**src/rtl/fifo_rdport_ctrl.sv**
```systemverilog
// FIFO controller owning both ports of a 1rw1rw RAM; prefetch buffer gives FWFT output.
// Latency: write to out_valid is 2+L cycles (L = RAM read latency, 1 or 2).
// Backpressure: in_ready drops only when the RAM is full; reads are credit-gated by prefetch space.
module fifo_rdport_ctrl #(
  parameter int    WIDTH_DATA = 8,
  parameter int    WIDTH_ADDR = 8,
  parameter string DOUT_REG   = "false"
) (
  input  logic                  clk,
  input  logic                  rst,
  input  logic                  in_valid,
  input  logic [WIDTH_DATA-1:0] in_data,
  output logic                  in_ready,
  output logic                  out_valid,
  output logic [WIDTH_DATA-1:0] out_data,
  input  logic                  out_ready,
  output logic [WIDTH_ADDR+1:0] count,
  output logic [WIDTH_ADDR-1:0] mem_addra,
  output logic [WIDTH_DATA-1:0] mem_dina,
  output logic                  mem_wena,
  output logic                  mem_rena,
  output logic [WIDTH_ADDR-1:0] mem_addrb,
  output logic                  mem_renb,
  output logic                  mem_wenb,
  output logic [WIDTH_DATA-1:0] mem_dinb,
  input  logic [WIDTH_DATA-1:0] mem_doutb
);

  localparam int LAT      = (DOUT_REG == "true") ? 2 : 1;
  localparam int OB_DEPTH = LAT + 2;
  localparam int CW       = WIDTH_ADDR + 2;
  localparam logic [WIDTH_ADDR:0] RAM_DEPTH = {1'b1, {WIDTH_ADDR{1'b0}}};

  logic [WIDTH_ADDR-1:0] wptr;
  logic [WIDTH_ADDR-1:0] rptr;
  logic [WIDTH_ADDR:0]   ram_cnt;
  logic [LAT-1:0]        rd_sr;     // one bit per outstanding RAM read
  logic [1:0]            inflight;
  logic [2:0]            ob_cnt;
  logic [1:0]            ob_head;
  logic [1:0]            ob_tail;
  // Sized to 4 so a 2-bit index never leaves the array; only OB_DEPTH slots are used.
  logic [WIDTH_DATA-1:0] ob_mem [4];

  logic wr;
  logic issue;
  logic capture;
  logic pop;

  // Circular index advance over the OB_DEPTH used slots.
  function automatic logic [1:0] ob_next(input logic [1:0] idx);
    return (idx == 2'(OB_DEPTH - 1)) ? 2'd0 : idx + 2'd1;
  endfunction

  assign in_ready  = !rst && (ram_cnt < RAM_DEPTH);
  assign wr        = in_valid && in_ready;

  // Credit check uses only registered state, so no path from out_ready or in_valid.
  assign issue     = !rst && (ram_cnt != '0) &&
                     (({1'b0, ob_cnt} + {2'b00, inflight}) < 4'(OB_DEPTH));
  assign capture   = rd_sr[LAT-1];

  assign out_valid = !rst && (ob_cnt != 3'd0);
  assign out_data  = ob_mem[ob_head];
  assign pop       = out_valid && out_ready;

  assign mem_wena  = wr;
  assign mem_addra = wptr;
  assign mem_dina  = in_data;
  assign mem_rena  = 1'b0;
  assign mem_renb  = issue;
  assign mem_addrb = rptr;
  assign mem_wenb  = 1'b0;
  assign mem_dinb  = '0;

  assign count = rst ? '0 : (CW'(ram_cnt) + CW'(inflight) + CW'(ob_cnt));

  // Pointer, occupancy and read-tracking state; reset drops everything including in-flight reads.
  always_ff @(posedge clk) begin
    if (rst) begin
      wptr     <= '0;
      rptr     <= '0;
      ram_cnt  <= '0;
      rd_sr    <= '0;
      inflight <= '0;
      ob_cnt   <= '0;
      ob_head  <= '0;
      ob_tail  <= '0;
    end else begin
      if (wr)      wptr    <= wptr + 1'b1;
      if (issue)   rptr    <= rptr + 1'b1;
      if (capture) ob_tail <= ob_next(ob_tail);
      if (pop)     ob_head <= ob_next(ob_head);
      ram_cnt  <= ram_cnt + (WIDTH_ADDR+1)'(wr) - (WIDTH_ADDR+1)'(issue);
      rd_sr    <= LAT'({rd_sr, issue});
      inflight <= inflight + 2'(issue) - 2'(capture);
      ob_cnt   <= ob_cnt + 3'(capture) - 3'(pop);
    end
  end

  // Prefetch storage holds data only; stale slots are never visible because ob_cnt gates them.
  always_ff @(posedge clk) begin
    if (!rst && capture) ob_mem[ob_tail] <= mem_doutb;
  end

endmodule

```
**config.mk**
```make
export PLATFORM = sky130hd
export DESIGN_NAME = fifo_rdport_ctrl
export DESIGN_NICKNAME = d
export VERILOG_FILES = /design/src/rtl/fifo_rdport_ctrl.sv
export SDC_FILE = /design/constraint.sdc
export NUM_CORES = 1
export LEC_CHECK = 0
export ABC_AREA = 0
export CAP_MARGIN = 5
export CELL_PAD_IN_SITES_DETAIL_PLACEMENT = 1
export CELL_PAD_IN_SITES_GLOBAL_PLACEMENT = 1
export CORE_UTILIZATION = 30
export CTS_CLUSTER_SIZE = 25
export DETAILED_ROUTE_END_ITERATION = 16
export PLACE_DENSITY = 0.7
export SLEW_MARGIN = 20
export SYNTH_ARGS = -nofsm -noshare
export SYNTH_HDL_FRONTEND = slang
export SYNTH_SLANG_ARGS = --single-unit
```
**constraint.sdc**
```tcl
create_clock -name clk -period 5 [get_ports clk]
set_input_delay 0.75 -clock clk [delete_from_list [all_inputs] [get_ports clk]]
set_output_delay 0.75 -clock clk [all_outputs]
set_load 0.005 [all_outputs]
```
**Word-level counts from Yosys, hierarchy flattened**

Memory sizes are Yosys's and may differ from the RTL's. A register that Yosys moved wholly into a read port is not among the register bits.
Index checks and enable logic that the tools add are counted.

- Register bits after elaboration: 35
- Latch bits: 0
- Memory bits (writable): 32
- ROM bits: 0
- Input port bits: 20
- Output and inout port bits: 56
- Memories: 1

- Add/subtract/negate cells: 13
- Multiply operators: 0
- Div/mod/pow operators: 0
- Order comparisons: 2
- Equality and inequality tests: 2
- Shifts and indexed selects: 0
- Multiplexer cells: 7
- Bitwise logic cells: 0
- Reduce and logical (&&, ||, !) cells: 10

Memory list:

| name | depth | bits a word | rd ports | clocked after memory_dff | write ports | line | RTL |
|---|---|---|---|---|---|---|---|
| ob_mem | 4 | 8 | 1 | 1 | 1 | 43 | `logic [WIDTH_DATA-1:0] ob_mem [4];` |

Operators with widths:

| cell | count |
|---|---|
| 8-bit by 1-bit adder with 8-bit output (second input constant) | 2 |
| 10-bit by 3-bit adder with 10-bit output | 1 |
| 9-bit by 2-bit adder with 10-bit output | 1 |
| 10-bit two-way mux | 1 |
| 9-bit by 1-bit adder with 9-bit output | 1 |
| 9-bit less-than comparator (second input constant) | 1 |
| 9-bit nonzero test | 1 |
| 9-bit by 1-bit subtractor with 9-bit output | 1 |
| 2-bit two-way mux | 4 |
| 1-bit logical AND | 7 |
| 2-bit by 1-bit adder with 2-bit output (second input constant) | 2 |
| 3-bit by 2-bit adder with 4-bit output | 1 |
| 2-bit == test (second input constant) | 2 |
| 4-bit by 2-bit less-than comparator with 1-bit output (second input constant) | 1 |
| 3-bit by 1-bit adder with 3-bit output | 1 |
| 3-bit nonzero test | 1 |
| 3-bit by 1-bit subtractor with 3-bit output | 1 |
| 2-bit by 1-bit adder with 2-bit output | 1 |
| 1-bit two-way mux | 2 |
| 2-bit by 1-bit subtractor with 2-bit output | 1 |
| 1-bit logical NOT | 1 |

**Logic depth before layout (Yosys ltp)**

Gate-level depths: netlist of the first run.

- Word-level depth: 5
- Gate-level depth with buffers: 15
- Depth with buffers taken out: 15

**Worst setup path before layout of the first run**

Ideal clock, no wire load.

- Kind: register to register
- Start: register inflight[0]
- End: register ram_cnt[8]
- Library setup time: 132 ps
- Arrival time: 3266 ps
- Data required time: 4868 ps
- Path slack: 1601 ps
- Stages on the path, launching flop included: 16
- Path buffers: 0
- Path through: dfxtp_1 ha_1 fa_1 a21oi_1 o21ai_4 nor2_1 ha_1 inv_1 ha_1 inv_1 fa_1 nor2b_1 o221ai_1 a211oi_1 or3_1 a21oi_1

- Word-level cells in the longest chain between the ends: 4

RTL lines:

| what | line | RTL |
|---|---|---|
| start: declaration | 38 | `logic [1:0] inflight;` |
| start signal: assignment | 96 | `inflight <= inflight + 2'(issue) - 2'(capture);` |
| 3-bit by 2-bit adder with 4-bit output | 60 | `(({1'b0, ob_cnt} + {2'b00, inflight}) < 4'(OB_DEPTH));` |
| 4-bit by 2-bit less-than comparator with 1-bit output | 60 |  |
| 1-bit logical AND | 59 | `assign issue = !rst && (ram_cnt != '0) &&` |
| named net mem_renb | 23 | `output logic mem_renb,` |
| 9-bit by 1-bit subtractor with 9-bit output | 94 | `ram_cnt <= ram_cnt + (WIDTH_ADDR+1)'(wr) - (WIDTH_ADDR+1)'(issue);` |
| end signal: assignment | 94 |  |
| end: declaration | 36 | `logic [WIDTH_ADDR:0] ram_cnt;` |

The timed path passes the listed nets, and every way through them passes these cells.
A chain may end at the register's enable or synchronous reset.

**Final worst setup path of the first run**

- Start: register ob_cnt[1]
- End: output count[7]

- Word-level cells in the longest chain between the ends: 2

RTL lines:

| what | line | RTL |
|---|---|---|
| start: declaration | 39 | `logic [2:0] ob_cnt;` |
| start signal: assignment | 97 | `ob_cnt <= ob_cnt + 3'(capture) - 3'(pop);` |
| 10-bit by 3-bit adder with 10-bit output | 76 | `assign count = rst ? '0 : (CW'(ram_cnt) + CW'(inflight) + CW'(ob_cnt));` |
| 10-bit two-way mux | 76 |  |
| end: declaration | 17 | `output logic [WIDTH_ADDR+1:0] count,` |

Every way passes these cells.

==> impl_metrics.csv, run 1 <==
group,metric,value,unit
status,status,"finished, final reports clean",
global_route,grt_max_degree,49,
floorplanning,dieWidth,110,um
routing,vias_per_cell,4.64,
routing,drt_wl_total,7.49,mm
yosys,synth_cell_types,45,
yosys,ys_seq_area_share,48.3,%
critical_path,crit_slowest_cell,"clkdlybuf4s50_1",
pwr,powerDensity,548,mW/mm^2
critical_path,critPathMaxStageDelay,0.51,ns
place,gp_congestion,0.740,
global_route,grt_overflow,0,
yosys,async_flop_share,0,%
worst_hold_path,min_path_type,"reg -> reg",
floorplanning,initial_utilization,30.8,%
routing,drtIter0Drc,65,
yosys,yosys.area_share.simple,13.9,%
clock_network,cts_resized,0,
cells_and_area,syn_to_final_growth,24.4,%
yosys,avgSynthCellArea,11.4,um^2
critical_path,cp_data_arrival_time,3.03,ns
routing,drc,0,
timing,skew,0.00723,ns
timing,maxSlewViolCount,0,
yosys,synth_edf_count,32,
yosys,synthXorXnorAreaFrac,6.47,%
global_route,track_usage,13.5,%
place,io_buffers,49,
clock_network,clock_latency,0.32,ns
timing,setup_slack,1.22,ns
place,dp_hpwl,5.42,mm
yosys,netlist_instances,309,
cells_and_area,final_common_cell,"clkdlybuf4s50_1",
global_route,antenna_found_initial,0,
cells_and_area,fillerInstances,1295,
pwr,ir_drop,216,uV
critical_path,critPathLaunchType,"register",
critical_path,cp-end-kind,"output port",
timing,fin_crit,3.78,ns
clock_network,clk_pin_slew,0.06,ns
clock_network,clock-sinks,69,
place,dp.cells,487,
routing,antenna_left,0,
yosys,synth_top_flop_cell,"dfxtp_1",
timing,finalCritPeriodShare,75.7,%
critical_path,path_max_fanout,6,
timing,tightest_slew,0.719,ns
timing,setup_viol,0,
critical_path,crit_type,"reg -> out",
critical_path,crit_chain,"fa_1 > ha_1 > fa_1 > a21oi_1 > nor2_1 > nand2_1 > xnor2_1 > nor2_1 > clkdlybuf4s50_1",
critical_path,crit_buf_inv,1,
yosys,ys_ff_latch,69,
clock_network,hold_buffers,0,
floorplanning,die-area,0.0122,mm^2
cells_and_area,layout_common_cells,"clkdlybuf4s50_1, nor2_1, dfxtp_1",
floorplanning,rows,39,
global_route,grt_pass1_wl,12.2,mm
timing,fmax,264,MHz
routing,firstDrtPassIters,4,
yosys,syn_area,0.00352,mm^2
critical_path,worstPathRequired,4.25,ns
timing,fin_setup_tns,0,ns
cells_and_area,final_util,38.4,%
timing,slew_headroom,51.9,%
routing,wl_per_cell,14.9,um
yosys,synth_top_family_by_area,"simple AND/OR/NAND/NOR gates",
clock_network,htreeDepth,3,
global_route,grt_pass1_vias,2505,
timing,rsz0062_at_grt,"no",
yosys,synth-compound-area-share,5.40,%
yosys,muxShareOfSynthArea,5.76,%
cells_and_area,nNetsFinal,409,
floorplanning,coreArea,0.0114,mm^2
clock_network,root_buffer,"clkbuf_16",
routing,vias,2334,
cells_and_area,layout-drive-gt1-share,9.17,%
clock_network,clock_path_buffers,2,
cells_and_area,n_antenna_cell,0,
place,dp_slack,1.27,ns
critical_path,cpLargestDelayFamily,"adder cells",
clock_network,cts_setup_buffers,0,
floorplanning,die_h,110,um
timing,hold_viol_final,0,
flow_run,drv_cap,0,
cells_and_area,final_cells,503,
clock_network,cts_tree,"built",
clock_network,cts_buffers,9,
timing,fin_hold_ws,0.512,ns
floorplanning,top_level_ports,76,
pwr,leakagePower,0.00168,uW
yosys,yosysWarnings,0,
yosys,synthAdderAreaFrac,13.4,%
-- cell type report --
| cell class | instances | area, um^2 | area share, % |
|---|---|---|---|
| Inverter | 19 | 71.3 | 1.63 |
| Clock inverter | 6 | 70.1 | 1.60 |
| Sequential cell | 69 | 1700 | 38.8 |
| Tap cell | 143 | 179 | 4.08 |
| Multi-Input combinational cell | 205 | 1620 | 37.0 |
| Clock buffer | 10 | 239 | 5.46 |
| Timing Repair Buffer | 51 | 500 | 11.4 |
-- stage by stage --
stage / area, um^2 / power (uW)
2_1_floorplan: 3550 / 1440
3_3_place_gp: 4070 / 1750
3_5_place_dp: 4070 / 1780
4_1_cts: 4380 / 2460
5_1_grt: 4380 / 2600
6_report: 4380 / 2400
-- cells in the mapped netlist (2+ instances only) --
master | n | area share [%]
a211oi_1 | 2 | 0.43
a21o_1 | 3 | 0.64
a21oi_1 | 12 | 1.7
and2_1 | 2 | 0.36
and3_1 | 2 | 0.36
buf_4 | 18 | 3.8
clkbuf_1 | 5 | 0.53
dfxtp_1 | 37 | 21
edfxtp_1 | 32 | 27
fa_1 | 6 | 3.4
ha_1 | 28 | 10
inv_1 | 19 | 2.0
mux4_2 | 8 | 5.1
nand2_1 | 9 | 0.96
nand2b_1 | 3 | 0.53
nand3_1 | 5 | 0.71
nand4_1 | 4 | 0.71
nor2_1 | 38 | 4.1
nor2b_1 | 10 | 1.8
nor3_1 | 9 | 1.3
nor3b_1 | 2 | 0.43
nor4_1 | 4 | 0.71
o21ai_0 | 5 | 0.71
xnor2_1 | 17 | 4.2
xor2_1 | 9 | 2.2
-- cells by family (layout without fill, tap and decap cells) --
logic type      after synthesis  in the layout
flops                        69             69
compound gates               29             29
simple gates                 96             96
mux                          10             10
xor+xnor                     26             26
buf+inv                      44             86
other cells                   1             10
fa+ha+maj                    34             34
-- path summary, 6_finish.rpt --
check                    start            to  slack, ns  cells after the start
hold / removal    mem_addra[1]  mem_addra[1]       0.51                      2
setup reg to reg     ob_cnt[0]    ram_cnt[8]       1.27                     15
setup / recovery     ob_cnt[1]      count[7]       1.22                      9
hold reg to reg   mem_addra[1]  mem_addra[1]       0.51                      2
-- report_power, final --
| group | switching (uW) | internal [uW] | total (uW) |
|---|---|---|---|
| clock | 248 | 402 | 651 |
| combinational | 453 | 499 | 952 |
| sequential | 110 | 687 | 797 |
-- registers in the layout, indices dropped and copies added (netlist names), named ones only --
register and cells:
ram_cnt 9, ob_mem 32, ob_tail 2, capture 1
inflight 2, mem_addrb 8, ob_head 2, ob_cnt 3
mem_addra 8
-- per-layer routing --
metal / GRT usage (%) / vias up / routed length (um)
li1: - / 1140 / -
met2: 23.9 / 55 / 3830
met1: 15.4 / 1133 / 3230
met3: 4.53 / 6 / 360
met5: 0 / - / 0
met4: 3.95 / 0 / 68
-- worst min-delay path, cell delays in order (launching register included) --
cell and delay (ns):
dfxtp_1 0.33, nand2b_1 0.07, o21ai_0 0.06
(Power assumes the default switching activity.)
==> run 2, diff against run 1 <==
Clock period 5 ns to 3.6 ns, I/O delays scaled along.
==> run 2 against run 1 <==
  * Power up 44%
  * Sequential power rose by 39%
  * Core utilization rose by 0.57 points
  * Global-route usage rose by 0.27 points
  * Final area is 1.5% higher
  * Combinational power increased by 49%
  * Clock power rose by 41%
==> impl_metrics.csv, run 2 (synthesis results as in run 1) <==
group,metric,value,unit
critical_path,path_max_fanout,5,
routing,vias_per_cell,4.60,
clock_network,clock_path_buffers,2,
clock_network,cts_setup_buffers,0,
global_route,track_usage,13.8,%
global_route,grt_max_degree,49,
flow_run,drv_cap,0,
worst_hold_path,min_path_type,"reg -> reg",
clock_network,clock_latency,0.33,ns
pwr,powerDensity,775,mW/mm^2
timing,setup_slack,0.184,ns
global_route,met1_usage,15.2,%
cells_and_area,layout_common_cells,"clkdlybuf4s50_1, nor2_1, dfxtp_1",
place,dp_hpwl,5.49,mm
place,gp_congestion,0.739,
pwr,pwr-share-clk,26.7,%
critical_path,crit_slowest_cell,"fa_1",
timing,finalCritPeriodShare,94.9,%
worst_hold_path,min_delay_worst_endpoint,"ob_head[1]",
routing,antenna_left,0,
floorplanning,die-area,0.0122,mm^2
pwr,p_sw,1140,uW
critical_path,crit_buf_inv,1,
status,status,"finished, final reports clean",
critical_path,critPathMaxStageDelay,0.52,ns
pwr,switching_share,33.1,%
global_route,grt_pass1_wl,12.5,mm
pwr,leakagePower,0.00171,uW
critical_path,crit_type,"reg -> out",
critical_path,crit_top_cell,"nor2_1",
critical_path,reg2reg_to,"ram_cnt[8]",
floorplanning,coreArea,0.0114,mm^2
timing,hold_viol_final,0,
critical_path,cp-end-kind,"output port",
clock_network,clk_pin_slew,0.05,ns
floorplanning,die_h,110,um
cells_and_area,syn_to_final_growth,26.3,%
critical_path,cp_data_arrival_time,2.88,ns
critical_path,r2r_slack,0.25,ns
routing,drtIter0Drc,77,
cells_and_area,layout-drive-gt1-share,12.1,%
floorplanning,dieWidth,110,um
critical_path,rr_startpoint,"ob_cnt[0]",
timing,slew_headroom,49.3,%
timing,setup_viol,0,
floorplanning,rows,39,
pwr,seqPwrFrac,32.1,%
cells_and_area,final_common_cell,"clkdlybuf4s50_1",
timing,tightest_slew,0.757,ns
timing,fmax,293,MHz
place,io_buffers,49,
clock_network,root_buffer,"clkbuf_16",
timing,skew,0.00887,ns
global_route,met3_usage,5.11,%
critical_path,critPathLaunchType,"register",
worst_hold_path,hold_start,"ob_head[0]",
critical_path,crit_chain,"fa_1 > ha_1 > fa_2 > a21oi_2 > nor2_1 > nand2_1 > xnor2_1 > nor2_1 > clkdlybuf4s50_1",
pwr,ir_drop,283,uV
clock_network,htreeDepth,3,
place,postPlaceCellArea,0.00411,mm^2
clock_network,cts_buffers,9,
global_route,met2_usage,24.9,%
critical_path,cpLargestDelayFamily,"adder cells",
pwr,p_int,2300,uW
critical_path,rr_worst_depth,15,
floorplanning,top_level_ports,76,
cells_and_area,top_register,"ob_mem",
clock_network,hold_buffers,0,
routing,firstDrtPassIters,5,
critical_path,worstPathRequired,3.06,ns
cells_and_area,n_antenna_cell,0,
global_route,grt_overflow,0,
timing,fin_crit,3.42,ns
routing,vias,2339,
clock_network,clock-sinks,69,
cells_and_area,largest_registers,"ob_mem: 32 flops, ram_cnt: 9 flops",
cells_and_area,fin_area,0.00445,mm^2
clock_network,cts_tree,"built",
global_route,grt_pass1_vias,2530,
cells_and_area,largest_register_ff_count,32,
place,dp_slack,0.114,ns
worst_hold_path,whs_path_depth,1,
routing,drt_wl_total,7.66,mm
routing,wl_per_cell,15.1,um
cells_and_area,nNetsFinal,414,
routing,drc,0,
global_route,grt-busiest-layer,"met2",
floorplanning,initial_utilization,30.8,%
timing,maxSlewViolCount,0,
pwr,combPwrFrac,41.1,%
global_route,antenna_found_initial,0,
-- run 2: power by group through the flow --
stage               combinational [uW]  sequential [uW]  clock [uW]
floorplan                          931             1070           0
global placement                  1360             1110           0
detailed placement                1380             1130           0
CTS                               1400             1110         948
global route                      1620             1130         981
finish                            1420             1110         921
-- run 2: per-layer routing --
layer  part of all wire [%]  vias up
met4                   0.78        0
met2                     51       56
met3                    5.6        7
met5                      0        -
li1                       -     1144
met1                     43     1132
-- run 2: repair_timing --
item / CTS / global route
endpoints found under the setup margin: 1 / 5
gates cloned: 0 / 0
gates resized for setup: 1 / 8
pin swaps: 0 / 1
-- run 2: per-stage QoR --
step / power [uW] / hold WS, ns / TNS (ns) / utilization, % / cells
2_1_floorplan: 2000 / 0.467 / 0 / - / 318
3_3_place_gp: 2470 / 0.484 / 0 / 36.0 / 492
3_5_place_dp: 2510 / 0.495 / 0 / 36.0 / 492
4_1_cts: 3470 / 0.515 / 0 / 38.7 / 508
5_1_grt: 3740 / 0.539 / -0.0379 / 38.9 / 508
6_report: 3450 / 0.509 / 0 / 38.9 / 508
-- run 2: final cells by class --
cell class                      instances  area (um^2)
Fill cell                            1287         6970
Clock inverter                          5         76.3
Tap cell                              143          179
Multi-Input combinational cell        205         1640
Inverter                               19         71.3
Timing Repair Buffer                   56          538
Sequential cell                        69         1710
Clock buffer                           11          233
-- run 2: worst max-delay path by stage --
stage	startpoint	slack (ns)	cells after the start	end
final	ram_cnt[1]	0.18	9	count[7]
after global routing	ob_cnt[0]	-0.03	15	ram_cnt[8]
after CTS	inflight[1]	0.002	9	count[7]
after detailed placement	ob_cnt[0]	0.11	15	ram_cnt[8]
after global placement	ob_cnt[0]	0.24	15	ram_cnt[8]
after floorplan	inflight[0]	0.20	15	ram_cnt[8]
-- run 2: worst register-to-register path, delay by kind of cell, from the launching register on --
kind                       cells  cell delay, ns
buffers and inverters          2            0.13
adders and majority gates      5            1.48
AOI/OAI and AO/OA              5            0.75
DFF                            1            0.39
and+or+nand+nor                3            0.47
==> run 3, diff against run 2 <==
Clock period 3.6 ns to 3.4 ns, I/O delays scaled along.
==> run 3 against run 2 <==
  * Register-to-register slack lost 0.03 ns
  * Count of clock-buffer cells in the layout shrank 1
  * Wire length shrank 1.3%
  * Global-route usage shrank 0.25 points
  * Sequential share of layout area shrank 0.69 points
  * First-iteration DRC count shrank 30%
  * Die area is the same
==> impl_metrics.csv, run 3 (synthesis results as in run 1) <==
group,metric,value,unit
clock_network,root_buffer,"clkbuf_16",
place,dp.cells,495,
place,io_buffers,49,
pwr,leakagePower,0.00178,uW
critical_path,cp_data_arrival_time,2.70,ns
timing,fin_crit,3.21,ns
cells_and_area,syn_to_final_growth,28.5,%
routing,drt_wl_total,7.56,mm
timing,fin_hold_ws,0.509,ns
status,status,"finished, final reports clean",
worst_hold_path,min_path_type,"reg -> reg",
flow_run,drv_cap,0,
routing,vias_per_cell,4.68,
clock_network,hold_buffers,0,
clock_network,clock_path_buffers,2,
critical_path,path_max_fanout,3,
routing,vias,2390,
cells_and_area,n_antenna_cell,0,
timing,hold_viol_final,0,
timing,setup_viol,0,
routing,antenna_left,0,
cells_and_area,largest_registers,"ob_mem: 32 flops, ram_cnt: 9 flops",
cells_and_area,final_cells,511,
floorplanning,rows,39,
clock_network,htreeDepth,3,
critical_path,cp-end-kind,"output port",
global_route,grt_pass1_vias,2571,
global_route,grt_pass1_wl,12.3,mm
clock_network,clock_latency,0.33,ns
pwr,finalPower,3780,uW
critical_path,critPathLaunchType,"register",
cells_and_area,top_register,"ob_mem",
critical_path,worstPathRequired,2.89,ns
place,dp_hpwl,5.41,mm
timing,rsz0062_at_grt,"no",
clock_network,cts_setup_buffers,0,
global_route,track_usage,13.6,%
cells_and_area,layout-drive-gt1-share,14.4,%
clock_network,clock-sinks,69,
place,gp_congestion,0.726,
timing,fin_setup_tns,0,ns
clock_network,cts_buffers,9,
critical_path,crit_type,"reg -> out",
clock_network,clk_pin_slew,0.06,ns
floorplanning,die_h,110,um
routing,drc,0,
cells_and_area,fillerInstances,1260,
timing,skew,0.00626,ns
routing,firstDrtPassIters,4,
floorplanning,coreArea,0.0114,mm^2
floorplanning,top_level_ports,76,
critical_path,r2r_slack,0.22,ns
cells_and_area,fin_area,0.00452,mm^2
cells_and_area,largest_register_ff_count,32,
place,postPlaceCellArea,0.00413,mm^2
cells_and_area,layout_common_cells,"clkdlybuf4s50_1, nor2_1, dfxtp_1",
timing,finalCritPeriodShare,94.3,%
pwr,powerDensity,837,mW/mm^2
routing,wl_per_cell,14.8,um
timing,tightest_slew,0.760,ns
floorplanning,dieWidth,110,um
timing,slew_headroom,49.1,%
floorplanning,die-area,0.0122,mm^2
clock_network,cts_tree,"built",
floorplanning,initial_utilization,30.8,%
cells_and_area,nNetsFinal,417,
global_route,grt_overflow,0,
timing,maxSlewViolCount,0,
timing,fmax,312,MHz
pwr,ir_drop,331,uV
routing,drtIter0Drc,54,
global_route,grt_max_degree,49,
global_route,antenna_found_initial,0,
cells_and_area,final_common_cell,"clkdlybuf4s50_1",
-- run 3: changes by cell type in the layout (fill, tap and decap cells not counted), sizes merged --
cell	change
bufinv	+1
dlygate4sd2	+1
clkinv	+1
dlymetal6s2s	+2
clkbuf	-1
clkdlybuf4s50	-3
clkinvlp	-1
buf	+3
-- run 3: per-stage QoR --
stage	setup slack, ns	utilization [%]
after detailed placement	-0.0857	36.2
after global placement	0.104	36.2
after floorplan	0.00141	-
final	0.193	39.6
after global routing	0.0131	39.6
after CTS	0.00797	39.4
-- run 3: power by group --
group	switching [uW]	total (uW)	internal [uW]	leakage, uW
combinational	737	1560	820	0.00102
sequential	149	1160	1010	0.000594
clock	350	1070	716	0.000164
-- run 3: worst max-delay path: stages (launching register included) --
cell and delay [ns]:
dfxtp_2 0.34, buf_4 0.15, fa_2 0.54, ha_2 0.19
a21o_1 0.11, a21o_1 0.18, nand3_1 0.11, xor2_1 0.15
nor2_1 0.09, clkdlybuf4s50_1 0.51
-- run 3: final timing paths --
check              startpoint         end  depth (start not counted)
setup / recovery  inflight[1]    count[8]                          9
hold / removal     ob_head[1]  ob_head[1]                          1
setup reg to reg  inflight[0]  ram_cnt[8]                         15
hold reg to reg    ob_head[1]  ob_head[1]                          1
-- run 3: layer usage --
| metal | part of all wire, % | wire [um] | GRT usage, % | vias to the layer above |
|---|---|---|---|---|
| met5 | 0 | 0 | 0 | - |
| met4 | 1.6 | 119 | 5.64 | 0 |
| met3 | 4.8 | 364 | 3.94 | 9 |
| met2 | 49 | 3730 | 23.3 | 58 |
| met1 | 44 | 3340 | 15.7 | 1172 |
| li1 | - | - | - | 1151 |
-- run 3: area by class of cell --
class / count / area, um^2 / area share (%)
clock buffers: 10 / 229 / 5.06
clock inverters: 6 / 111 / 2.46
inverters: 19 / 71.3 / 1.58
multi-input cells: 205 / 1660 / 36.8
flip-flops and latches: 69 / 1700 / 37.7
well taps: 143 / 179 / 3.96
repair buffers: 59 / 564 / 12.5
-- run 3: timing repair --
action | 4_1_cts | 5_1_grt
setup endpoints to repair | 4 | 5
pin swaps | 1 | 3
resized for setup | 10 | 9
